**src/rtl/imem_loader_if.sv**
```systemverilog
// imem_loader_if: bundles the loader's byte-stream input and its instruction-memory
// write port.
//   in_valid / in_data / in_ready : byte stream, accepted when in_valid & in_ready
//   imem_we / imem_addr / imem_wdata : instruction-memory write port
// Modports:
//   master : stream source and memory sink (the environment around the loader)
//   slave  : the loader itself
interface imem_loader_if #(
  parameter int unsigned ADDR_W = 6
);
  logic              in_valid;
  logic [7:0]        in_data;
  logic              in_ready;
  logic              imem_we;
  logic [ADDR_W-1:0] imem_addr;
  logic [31:0]       imem_wdata;

  modport master (
    output in_valid,
    output in_data,
    input  in_ready,
    input  imem_we,
    input  imem_addr,
    input  imem_wdata
  );

  modport slave (
    input  in_valid,
    input  in_data,
    output in_ready,
    output imem_we,
    output imem_addr,
    output imem_wdata
  );
endinterface

```
**src/rtl/imem_loader.sv**
```systemverilog
// imem_loader: boot-time instruction-memory loader.
// Accepts a frame {N[7:0], N[15:8], 4*N little-endian data bytes, checksum} and writes
// each assembled word to the instruction memory. The core is held in reset until the
// whole image is written and the checksum (sum of data bytes mod 256) matches.
// Ports:
//   i_clk        : clock, rising edge
//   i_rst        : synchronous active-high reset
//   io_bus       : stream input and memory write port (slave modport)
//   o_core_rst_n : core reset, active-low; high only once the load succeeded
//   o_busy       : load in progress (after the first header byte)
//   o_done       : load succeeded
//   o_err        : bad word count or checksum; sticky until reset
module imem_loader #(
  parameter int unsigned ADDR_W = 6
) (
  input  logic           i_clk,
  input  logic           i_rst,
  imem_loader_if.slave   io_bus,
  output logic           o_core_rst_n,
  output logic           o_busy,
  output logic           o_done,
  output logic           o_err
);

  localparam int unsigned MaxWords = 2 ** ADDR_W;

  typedef enum logic [2:0] {
    StHdr0,
    StHdr1,
    StData,
    StCsum,
    StRun,
    StErr
  } state_e;

  state_e            r_state;
  state_e            w_state_next;

  logic [7:0]        r_n_lo;
  // One bit wider than the address so that N = MaxWords is representable.
  logic [ADDR_W:0]   r_count;
  logic [ADDR_W:0]   r_idx;
  logic [1:0]        r_lane;
  logic [7:0]        r_sum;
  logic [23:0]       r_word;
  logic              r_we;
  logic [ADDR_W-1:0] r_addr;
  logic [31:0]       r_wdata;

  logic              w_ready;
  logic              w_accept;
  logic [15:0]       w_n;
  logic              w_n_bad;
  logic [ADDR_W:0]   w_idx_inc;
  logic              w_last_word;

  always_comb begin
    w_ready = 1'b0;
    if (!i_rst) begin
      w_ready = (r_state == StHdr0) || (r_state == StHdr1) ||
                (r_state == StData) || (r_state == StCsum);
    end
  end

  assign w_accept    = io_bus.in_valid && w_ready;
  assign w_n         = {io_bus.in_data, r_n_lo};
  assign w_n_bad     = (w_n == 16'd0) || (w_n > 16'(MaxWords));
  assign w_idx_inc   = r_idx + (ADDR_W + 1)'(1);
  assign w_last_word = (w_idx_inc == r_count);

  // State register
  always_ff @(posedge i_clk) begin
    if (i_rst) begin
      r_state <= StHdr0;
    end else begin
      r_state <= w_state_next;
    end
  end

  // Next-state logic
  always_comb begin
    w_state_next = r_state;
    case (r_state)
      StHdr0: if (w_accept) w_state_next = StHdr1;
      StHdr1: if (w_accept) w_state_next = w_n_bad ? StErr : StData;
      StData: if (w_accept && (r_lane == 2'd3) && w_last_word) w_state_next = StCsum;
      StCsum: begin
        if (w_accept) w_state_next = (io_bus.in_data == r_sum) ? StRun : StErr;
      end
      StRun:   w_state_next = StRun;
      StErr:   w_state_next = StErr;
      default: w_state_next = StHdr0;
    endcase
  end

  // Datapath: header capture, lane assembly, checksum and memory write
  always_ff @(posedge i_clk) begin
    if (i_rst) begin
      r_n_lo  <= 8'd0;
      r_count <= '0;
      r_idx   <= '0;
      r_lane  <= 2'd0;
      r_sum   <= 8'd0;
      r_word  <= 24'd0;
      r_we    <= 1'b0;
      r_addr  <= '0;
      r_wdata <= 32'd0;
    end else begin
      r_we <= 1'b0;
      if (w_accept) begin
        case (r_state)
          StHdr0: r_n_lo <= io_bus.in_data;
          StHdr1: begin
            r_count <= w_n[ADDR_W:0];
            r_idx   <= '0;
            r_lane  <= 2'd0;
            r_sum   <= 8'd0;
          end
          StData: begin
            r_sum  <= r_sum + io_bus.in_data;
            r_lane <= r_lane + 2'd1;
            case (r_lane)
              2'd0: r_word[7:0]   <= io_bus.in_data;
              2'd1: r_word[15:8]  <= io_bus.in_data;
              2'd2: r_word[23:16] <= io_bus.in_data;
              default: begin
                r_wdata <= {io_bus.in_data, r_word};
                r_addr  <= r_idx[ADDR_W-1:0];
                r_we    <= 1'b1;
                r_idx   <= w_idx_inc;
              end
            endcase
          end
          default: ;
        endcase
      end
    end
  end

  assign io_bus.in_ready   = w_ready;
  assign io_bus.imem_we    = r_we;
  assign io_bus.imem_addr  = r_addr;
  assign io_bus.imem_wdata = r_wdata;

  assign o_core_rst_n = (r_state == StRun);
  assign o_done       = (r_state == StRun);
  assign o_err        = (r_state == StErr);
  assign o_busy       = (r_state == StHdr1) || (r_state == StData) || (r_state == StCsum);

endmodule

```
**src/flat_wrapper.sv**
```systemverilog
// flat-port wrapper written by rule: the top's interface ports become plain ports
module imem_loader_flat 
#(
  parameter int unsigned ADDR_W = 6
)
  (i_clk, i_rst, o_core_rst_n, o_busy, o_done, o_err, io_bus_in_valid, io_bus_in_data, io_bus_in_ready, io_bus_imem_we, io_bus_imem_addr, io_bus_imem_wdata);
  imem_loader_if #(.ADDR_W(ADDR_W)) io_bus_i ();
  input  logic i_clk;
  input  logic i_rst;
  output logic o_core_rst_n;
  output logic o_busy;
  output logic o_done;
  output logic o_err;
  input wire logic [$bits(io_bus_i.in_valid)-1:0] io_bus_in_valid;
  input wire logic [$bits(io_bus_i.in_data)-1:0] io_bus_in_data;
  output wire logic [$bits(io_bus_i.in_ready)-1:0] io_bus_in_ready;
  output wire logic [$bits(io_bus_i.imem_we)-1:0] io_bus_imem_we;
  output wire logic [$bits(io_bus_i.imem_addr)-1:0] io_bus_imem_addr;
  output wire logic [$bits(io_bus_i.imem_wdata)-1:0] io_bus_imem_wdata;
  assign io_bus_i.in_valid = io_bus_in_valid;
  assign io_bus_i.in_data = io_bus_in_data;
  assign io_bus_in_ready = io_bus_i.in_ready;
  assign io_bus_imem_we = io_bus_i.imem_we;
  assign io_bus_imem_addr = io_bus_i.imem_addr;
  assign io_bus_imem_wdata = io_bus_i.imem_wdata;
  imem_loader #(.ADDR_W(ADDR_W)) u_core (.i_clk(i_clk), .i_rst(i_rst), .io_bus(io_bus_i), .o_core_rst_n(o_core_rst_n), .o_busy(o_busy), .o_done(o_done), .o_err(o_err));
endmodule
```
**config.mk**
```make
export PLATFORM = sky130hd
export DESIGN_NAME = imem_loader_flat
export DESIGN_NICKNAME = d
export VERILOG_FILES = /design/src/rtl/imem_loader_if.sv /design/src/rtl/imem_loader.sv /design/src/flat_wrapper.sv
export SDC_FILE = /design/constraint.sdc
export NUM_CORES = 1
export LEC_CHECK = 0
export CAP_MARGIN = 20
export CORE_MARGIN = 2
export CORE_UTILIZATION = 35
export DETAILED_ROUTE_END_ITERATION = 16
export PLACE_DENSITY = 0.64
export SLEW_MARGIN = 0
export SYNTH_ARGS = -nofsm -noshare
export SYNTH_HDL_FRONTEND = slang
export SYNTH_SLANG_ARGS = --single-unit
```
**constraint.sdc**
```tcl
create_clock -name i_clk -period 4.18 [get_ports i_clk]
set_input_delay 0.836 -clock i_clk [delete_from_list [all_inputs] [get_ports i_clk]]
set_output_delay 0.836 -clock i_clk [all_outputs]
set_load 0.02 [all_outputs]
```
==> run metrics, run 1 <==
ys async rst share 0%; top cells by count, synth nand2_1 (121), dfxtp_1 (98), a21oi_1 (81); Peak Freq 0.342 GHz; Final ANT Viol Nets 0; Sw Ratio 24.6%; ys flop type dfxtp_1; Placed Instance Area 4790 um^2; Clock Power Share 44.0%; Die Span Y 113 um; GRT Total Usage 16.3%; I/O pin count 55; row cnt 39; max incr delay on CP 0.61 ns; Levels on crit path 9; DIE WIDTH 113 um; Min-Delay Path Depth 2; clock skew 0.00642 ns; # resized after CTS 0; Critical Path Slowest Stage Cell clkdlybuf4s50_1; Tmin final 2.92 ns; CTS Hold Bufs 0; Rel. slew slack 36.2%; Req. time, crit path 4.42 ns; P_leak 1.80 nW; Worst Reg2Reg Path Length in Cells 7; CTS Sinks 98; Startpoint Class primary input; worst min-delay path class reg -> reg; Seq/Total Area, Yosys 46.8%; H-tree lvl count 3; post-synthesis cell type count 43; share of the synthesized area in the top cell type 46.8%; Yosys warnings 0; largest area contributor in the netlist dfxtp_1; Worst setup EP type register; PwrDens 363 nW/um^2; count of final max-slew check failures 0; switching pwr 0.454 mW; WP data arrival 3.16 ns; Worst-Margin Slew 0.957 ns; Clk Tree Root Cell clkbuf_16; synthesized cell area 4190 um^2; Clock Latency Late Sink 0.34 ns; Worst Slack Setup Final 1.26 ns; P_int 1.39 mW; worst-case vdd ir drop 0.000231 V; drt wl/cell 14.4 um; initial antenna violation count 0; Area growth, synth to finish 21.5%; Vias 3605; max-cap check violation count 0; Post-Syn Instances 516; drt pass-1 iters 5; post-place setup slack 0.916 ns; CP Max Fanout 7; final instance area 5090 um^2; Routability Congestion 0.784; ranking of synthesized cells by area dfxtp_1 (47%), nand2_1 (11%), a21oi_1 (9.7%); WP buf/inv 1; die area 12900 um^2; final setup violating endpoints 0; drt via density 5.14; Initial Util 36.2%; Tot Pwr 1.85 mW; largest net degree at the start of global routing 94; CTS tree built; drt total wl 10.1 mm; unrepaired setup endpoints after global routing no; status finished, final reports clean; Hold Vio Cnt, Final 0; EDFF count, synth 0; most frequent CP cell a21oi_1; Post-Syn Nets 541; vias in the first global route 3485; number of synthesized register bits 98; critical path's top delay family compound AO/OA/AOI/OAI gates; Sequential Power Share 51.1%; Post-DP HPWL 6.75 mm; postcts setup bufs 0; Setup CP Type in -> reg; PortBufs 54; first-pass GRT wire length 17.1 mm; fin nets 579; share of cells above drive strength 1 5.37%; Gate power share 4.8%; clock-pin slew on the worst setup and hold paths 0.07 ns; CTS buffer count 9; Final Cycle Share 69.9%; setup TNS 0 ns; Placeable Area 11600 um^2; Synth Area per Inst 8.12 um^2; worst path cell trace clkdlybuf4s50_1, ha_1, fa_1, a21o_1, a21oi_1, o21bai_1, a21oi_1, xnor2_1, a32o_1; ANT cells 0; final core occ 44.0%; DRT iter0 DRCs 169; DR DRC count 0; count leader, synth nand2_1; gr ovfl total 0; Bufs on Longest Clock Path 2
[cell usage in the layout, fill, tap and decap left out, types with 3 or more instances in the layout]
cell type and count:
a22oi_1 8, clkdlybuf4s50_1 53, inv_6 3, mux2i_1 11, clkbuf_16 9, xor2_1 8, o21bai_1 3, nor2_1 35
nand2_1 121, nor4_1 3, nand3b_1 3, nor3_1 9, o21ai_0 9, nand3_1 32, ha_1 13, xnor2_1 9
dfxtp_1 98, and3_1 3, inv_1 7, or3_1 3, buf_4 4, a21oi_1 81
[sequential cells by signal, summed over array words and instances, names as in the netlist, 2 cells and up]
register and flops:
u_core.r_count 7, u_core.r_lane 2, u_core.r_n_lo 8, u_core.io_bus.imem_wdata 32, u_core.r_sum 8, u_core.r_state 3, u_core.r_idx 7, u_core.r_word 24
u_core.io_bus.imem_addr 6
[routing by layer]
layer	share of wire, %	track usage (%)	vias to the layer above	routed length (um)
met5	0	0	-	0
met1	48	21.4	1710	4850
li1	-	-	1830	-
met2	48	27.6	57	4850
met4	0.88	5.37	0	89
met3	3.3	2.66	8	330
[stage by stage]
step           cells  hold WS, ns
3_3_place_gp     686        0.447
6_report         702        0.454
4_1_cts          702        0.458
3_5_place_dp     686        0.447
5_1_grt          702        0.476
2_1_floorplan    516        0.432
[power by group through the flow]
stage          logic [mW]  registers, mW  clock network (mW)
4_1_cts            0.0892          0.944               0.832
3_5_place_dp       0.0886          0.966                   0
2_1_floorplan      0.0551          0.964                   0
5_1_grt            0.0972          0.945               0.872
3_3_place_gp       0.0863          0.965                   0
6_report           0.0890          0.944               0.813
[cell type report]
class | count | area [um^2]
clock buffer | 9 | 225
clock inverter | 7 | 71.3
fill | 1133 | 6480
inverter | 8 | 30.0
multi-input combinational | 379 | 2060
sequential | 98 | 1960
tap | 143 | 179
timing repair buffer | 58 | 566
[worst reg2reg max path, delay by kind of cell (launching register included)]
| family | cells | cell delay, ns |
|---|---|---|
| and+or+nand+nor | 4 | 1.08 |
| muxes | 1 | 0.15 |
| DFF | 1 | 0.38 |
| AOI/OAI and AO/OA | 1 | 0.19 |
| buffers and inverters | 1 | 0.36 |
[cell families (layout without fill, tap and decap cells)]
kind of cell | count (synthesis) | in the layout | synth area share [%]
and+or+nand+nor | 226 | 226 | 23.8
AOI/OAI and AO/OA | 111 | 111 | 14.7
DFF | 98 | 98 | 46.8
buffers and inverters | 39 | 82 | 4.09
xor gates and xnor gates | 17 | 17 | 3.55
adders and majority gates | 14 | 14 | 4.36
muxes | 11 | 11 | 2.63
[path summary, 6_finish.rpt]
check	slack [ns]	startpoint	endpoint
worst min-delay path	0.45	u_core.io_bus.imem_wdata[2]	u_core.io_bus.imem_wdata[2]
worst max-delay path	1.26	io_bus_in_data[0]	u_core.r_sum[6]
worst min register to register	0.45	u_core.io_bus.imem_wdata[2]	u_core.io_bus.imem_wdata[2]
worst max register to register	1.91	u_core.r_state[2]	u_core.r_state[0]
Power figures use the tool's default switching activity.
==> run 2, diff against run 1 <==
- clock period: 4.18 -> 3.05 ns (I/O delays scaled with it)
==> run metrics, run 2 (synthesis results as in run 1) <==
gr ovfl total 0; Hold Vio Cnt, Final 0; Vias 3598; row cnt 39; drt via density 5.06; R2R Path End u_core.r_state[0]; Placeable Area 11600 um^2; CP Max Fanout 4; max reg flops 32; vias in the first global route 3425; DR DRC count 0; PortBufs 54; CTS buffer count 9; unrepaired setup endpoints after global routing no; clock-pin slew on the worst setup and hold paths 0.07 ns; Startpoint Class primary input; drt pass-1 iters 4; ANT cells 0; PwrDens 493 nW/um^2; CTS Sinks 98; drt wl/cell 14.1 um; Initial Util 36.2%; critical path capture point u_core.r_sum[7]; count of final max-slew check failures 0; largest net degree at the start of global routing 95; worst-case vdd ir drop 0.000277 V; initial antenna violation count 0; Worst Slack Setup Final 0.567 ns; Inst Count DP 696; Setup CP Type in -> reg; max incr delay on CP 0.48 ns; Critical Path Slowest Stage Cell clkdlybuf4s50_1; worst path cell trace clkdlybuf4s50_1, ha_1, inv_1, o21a_1, o21ai_0, a21oi_1, or2_2, a311o_1; fillers 1139; DRT iter0 DRCs 178; clock skew 0.00976 ns; drt total wl 10.0 mm; H-tree lvl count 3; Clock Latency Late Sink 0.34 ns; Peak Freq 0.403 GHz; commonest non-fill, non-tap cell in the layout nand2_1; postcts setup bufs 0; worst min-delay path class reg -> reg; Routability Congestion 0.839; Clk Tree Root Cell clkbuf_16; post-place setup slack 0.251 ns; status finished, final reports clean; Tmin final 2.48 ns; Layout Cells excl Fill 711; CTS Hold Bufs 0; Worst Reg2Reg Path Length in Cells 7; Req. time, crit path 3.28 ns; CTS tree built; DIE WIDTH 113 um; # resized after CTS 0; Post-DP HPWL 6.79 mm; max-cap check violation count 0; share of cells above drive strength 1 6.87%; Rel. slew slack 37.2%; Final ANT Viol Nets 0; setup TNS 0 ns; reg2reg start u_core.r_idx[0]; Die Span Y 113 um; Bufs on Longest Clock Path 2; Setup crit start io_bus_in_data[2]; Worst setup EP type register; P_leak 1.84 nW; Final Cycle Share 81.4%; most frequent cells in the layout nand2_1 (121), dfxtp_1 (98), a21oi_1 (81); r2r setup slk 0.94 ns; WP data arrival 2.71 ns; Worst-Margin Slew 0.942 ns; I/O pin count 55; Area growth, synth to finish 23.1%; GRT Total Usage 16.1%; final setup violating endpoints 0; fin nets 589; first-pass GRT wire length 16.8 mm; die area 12900 um^2
run 2: cell count changes in the layout (fill, tap and decap cells not counted), sizes merged:
cell      change
inv           -2
buf          +10
clkinv        -1
clkinvlp      +1
bufinv        +1
run 2: per-layer routing:
layer	track usage [%]	share of wire, %	vias up
met5	0	0	-
met4	5.85	1.9	0
met3	3.45	3.5	14
met2	26.2	48	64
met1	21.2	47	1674
li1	-	-	1846
run 2: how the worst min path moves through the flow:
stage / start / to / slack [ns] / depth (start not counted)
5_1_grt: u_core.r_word[12] / u_core.io_bus.imem_wdata[12] / 0.47 / 2
3_5_place_dp: u_core.r_word[9] / u_core.io_bus.imem_wdata[9] / 0.45 / 2
4_1_cts: u_core.r_word[9] / u_core.io_bus.imem_wdata[9] / 0.46 / 2
6_report: u_core.r_word[12] / u_core.io_bus.imem_wdata[12] / 0.46 / 2
2_1_floorplan: u_core.r_word[11] / u_core.io_bus.imem_wdata[11] / 0.43 / 2
3_3_place_gp: u_core.r_word[23] / u_core.r_word[23] / 0.44 / 2
run 2: final cells by class:
type	instances	area (um^2)	share of cell area, %
Multi-Input combinational cell	379	2060	39.9
Sequential cell	98	1960	38.0
Timing Repair Buffer	68	641	12.4
Clock buffer	9	225	4.37
Tap cell	143	179	3.47
Clock inverter	6	65.1	1.26
Inverter	8	30.0	0.582
run 2: report_power, final:
group          switching (mW)  internal, mW  total (mW)
registers             0.00771          1.29        1.29
clock network           0.486         0.634        1.12
logic                  0.0799        0.0512       0.131
run 2: worst max-delay path, delay by kind of cell:
family / cells / cell delay (ns)
AO/OA/AOI/OAI: 4 / 0.88
AND/OR/NAND/NOR: 1 / 0.28
buffers and inverters: 2 / 0.55
adder cells (fa/ha/maj): 1 / 0.38
run 2: stage by stage:
stage	hold slack (ns)	power [mW]	cell area, um^2	util (%)
finish	0.455	2.54	5160	44.6
detailed placement	0.448	1.45	4870	42.1
global placement	0.442	1.45	4870	42.1
global route	0.473	2.63	5160	44.6
CTS	0.457	2.57	5160	44.6
floorplan	0.432	1.40	4190	-
==> run 3, diff against run 2 <==
- PLACE_DENSITY: 0.64 -> 0.66
- clock period: 3.05 -> 2.07 ns (I/O delays scaled with it)
==> run metrics, run 3 (synthesis results as in run 1) <==
status finished, final reports clean; Req. time, crit path 2.33 ns; Routability Congestion 0.866; Worst-Margin Slew 0.776 ns; Final ANT Viol Nets 0; final instance area 5510 um^2; Rel. slew slack 48.3%; count of final max-slew check failures 0; critical path capture point u_core.r_idx[6]; Placeable Area 11600 um^2; Worst Reg2Reg Path Length in Cells 7; Initial Util 36.2%; I/O pin count 55; Clk Tree Root Cell clkbuf_16; DR DRC count 0; H-tree lvl count 3; first-pass GRT wire length 17.3 mm; post-place setup slack -0.532 ns; P_leak 2.05 nW; worst-case vdd ir drop 0.000719 V; Bufs on Longest Clock Path 2; commonest non-fill, non-tap cell in the layout nand2_1; clock skew 0.00783 ns; fin nets 613; max-cap check violation count 0; Startpoint Class primary input; drt via density 5.14; row cnt 39; PortBufs 54; Hold Vio Cnt, Final 0; final setup violating endpoints 0; reg2reg start u_core.r_sum[1]; drt pass-1 iters 5; PwrDens 700 nW/um^2; ANT cells 0; DRT iter0 DRCs 170; drt wl/cell 13.9 um; Placed Instance Area 5060 um^2; WHS 0.452 ns; Setup CP Type in -> reg; GRT Total Usage 16.5%; Levels on crit path 7; Tmin final 2.02 ns; Worst Slack Setup Final 0.0473 ns; Critical Path Slowest Stage Cell clkdlybuf4s50_1; DIE WIDTH 113 um; clock-pin slew on the worst setup and hold paths 0.07 ns; Worst setup EP type register; die area 12900 um^2; initial antenna violation count 0; CTS Hold Bufs 0; WP buf/inv 2; R2R Path End u_core.r_sum[7]; Clock Latency Late Sink 0.34 ns; critical path's top delay family simple AND/OR/NAND/NOR gates; r2r setup slk 0.08 ns; worst path cell trace clkdlybuf4s50_1, or3b_4, nor2_4, nand2_2, buf_4, or3_1, a21oi_1; largest net degree at the start of global routing 78; CTS buffer count 9; max reg flops 32; share of cells above drive strength 1 13.8%; max incr delay on CP 0.48 ns; Final Cycle Share 97.7%; Area growth, synth to finish 31.6%; CP Max Fanout 4; CTS Sinks 98; CTS tree built; most frequent cells in the layout nand2_1 (120), dfxtp_1 (97), a21oi_1 (78); Peak Freq 0.494 GHz; drt total wl 10.2 mm; gr ovfl total 0; Die Span Y 113 um; Post-DP HPWL 7.12 mm; Vias 3783; Tot Pwr 3.86 mW; WP data arrival 2.28 ns; worst min-delay path class reg -> reg; Setup crit start io_bus_in_valid; vias in the first global route 3611
## run 3: cell types whose count changed in the layout (fill, tap and decap cells not counted), moves of 4 or more
cell,before,now
dlymetal6s2s_1,0,5
clkdlybuf4s50_1,53,43
dlygate4sd2_1,0,5
buf_4,14,36
ha_4,0,4
ha_1,13,7
## run 3: worst reg2reg max path, cell delays in order, from the launching register on
cell and delay, ns:
dfxtp_1 0.44, ha_4 0.25, a21oi_2 0.17, o21a_1 0.15, o21ai_1 0.08, and3_1 0.18, or2_2 0.29, a311o_1 0.34
## run 3: through the flow
step                      util (%)   TNS, ns  cells
final                         47.7         0    736
after floorplan                  -         0    516
after detailed placement      43.8    -22.93    719
after CTS                     46.9    -0.132    735
after global placement        43.8    -23.65    719
after global routing          47.7  -0.00552    736
## run 3: cell type report
class / instances / area, um^2
Clock buffer: 12 / 256
Multi-Input combinational cell: 379 / 2170
Fill cell: 1099 / 6050
Tap cell: 143 / 179
Timing Repair Buffer: 92 / 852
Sequential cell: 98 / 1960
Inverter: 8 / 30.0
Clock inverter: 4 / 56.3
## run 3: how the worst min path moves through the flow
stage,cells past startpoint,from,slack (ns),end
2_1_floorplan,2,u_core.r_word[11],0.43,u_core.io_bus.imem_wdata[11]
6_report,2,u_core.r_word[12],0.45,u_core.io_bus.imem_wdata[12]
5_1_grt,2,u_core.r_word[12],0.47,u_core.io_bus.imem_wdata[12]
3_3_place_gp,2,u_core.r_word[23],0.45,u_core.r_word[23]
4_1_cts,2,u_core.r_word[12],0.46,u_core.io_bus.imem_wdata[12]
3_5_place_dp,2,u_core.io_bus.imem_wdata[19],0.45,u_core.io_bus.imem_wdata[19]
## run 3: timing repair
| item | in CTS | in global routing |
|---|---|---|
| setup endpoints to repair | 10 | 5 |
| gates resized for setup | 14 | 19 |
| endpoints found under the hold margin | 0 | 0 |
| buffers inserted | 0 | 1 |
| gates cloned | 0 | 0 |
| pin swaps | 3 | 3 |
## run 3: per-layer routing
metal  vias to the layer above  part of all wire (%)  track usage (%)
met3                         9                   4.1             5.31
li1                       1891                     -                -
met1                      1808                    46             21.2
met5                         -                     0                0
met4                         0                  0.90             3.74
met2                        75                    49             27.3
## run 3: report_power, final
part,internal (mW),switching (mW)
Combinational,0.0902,0.127
Sequential,1.90,0.0104
Clock,1.01,0.720
Total,3.00,0.857
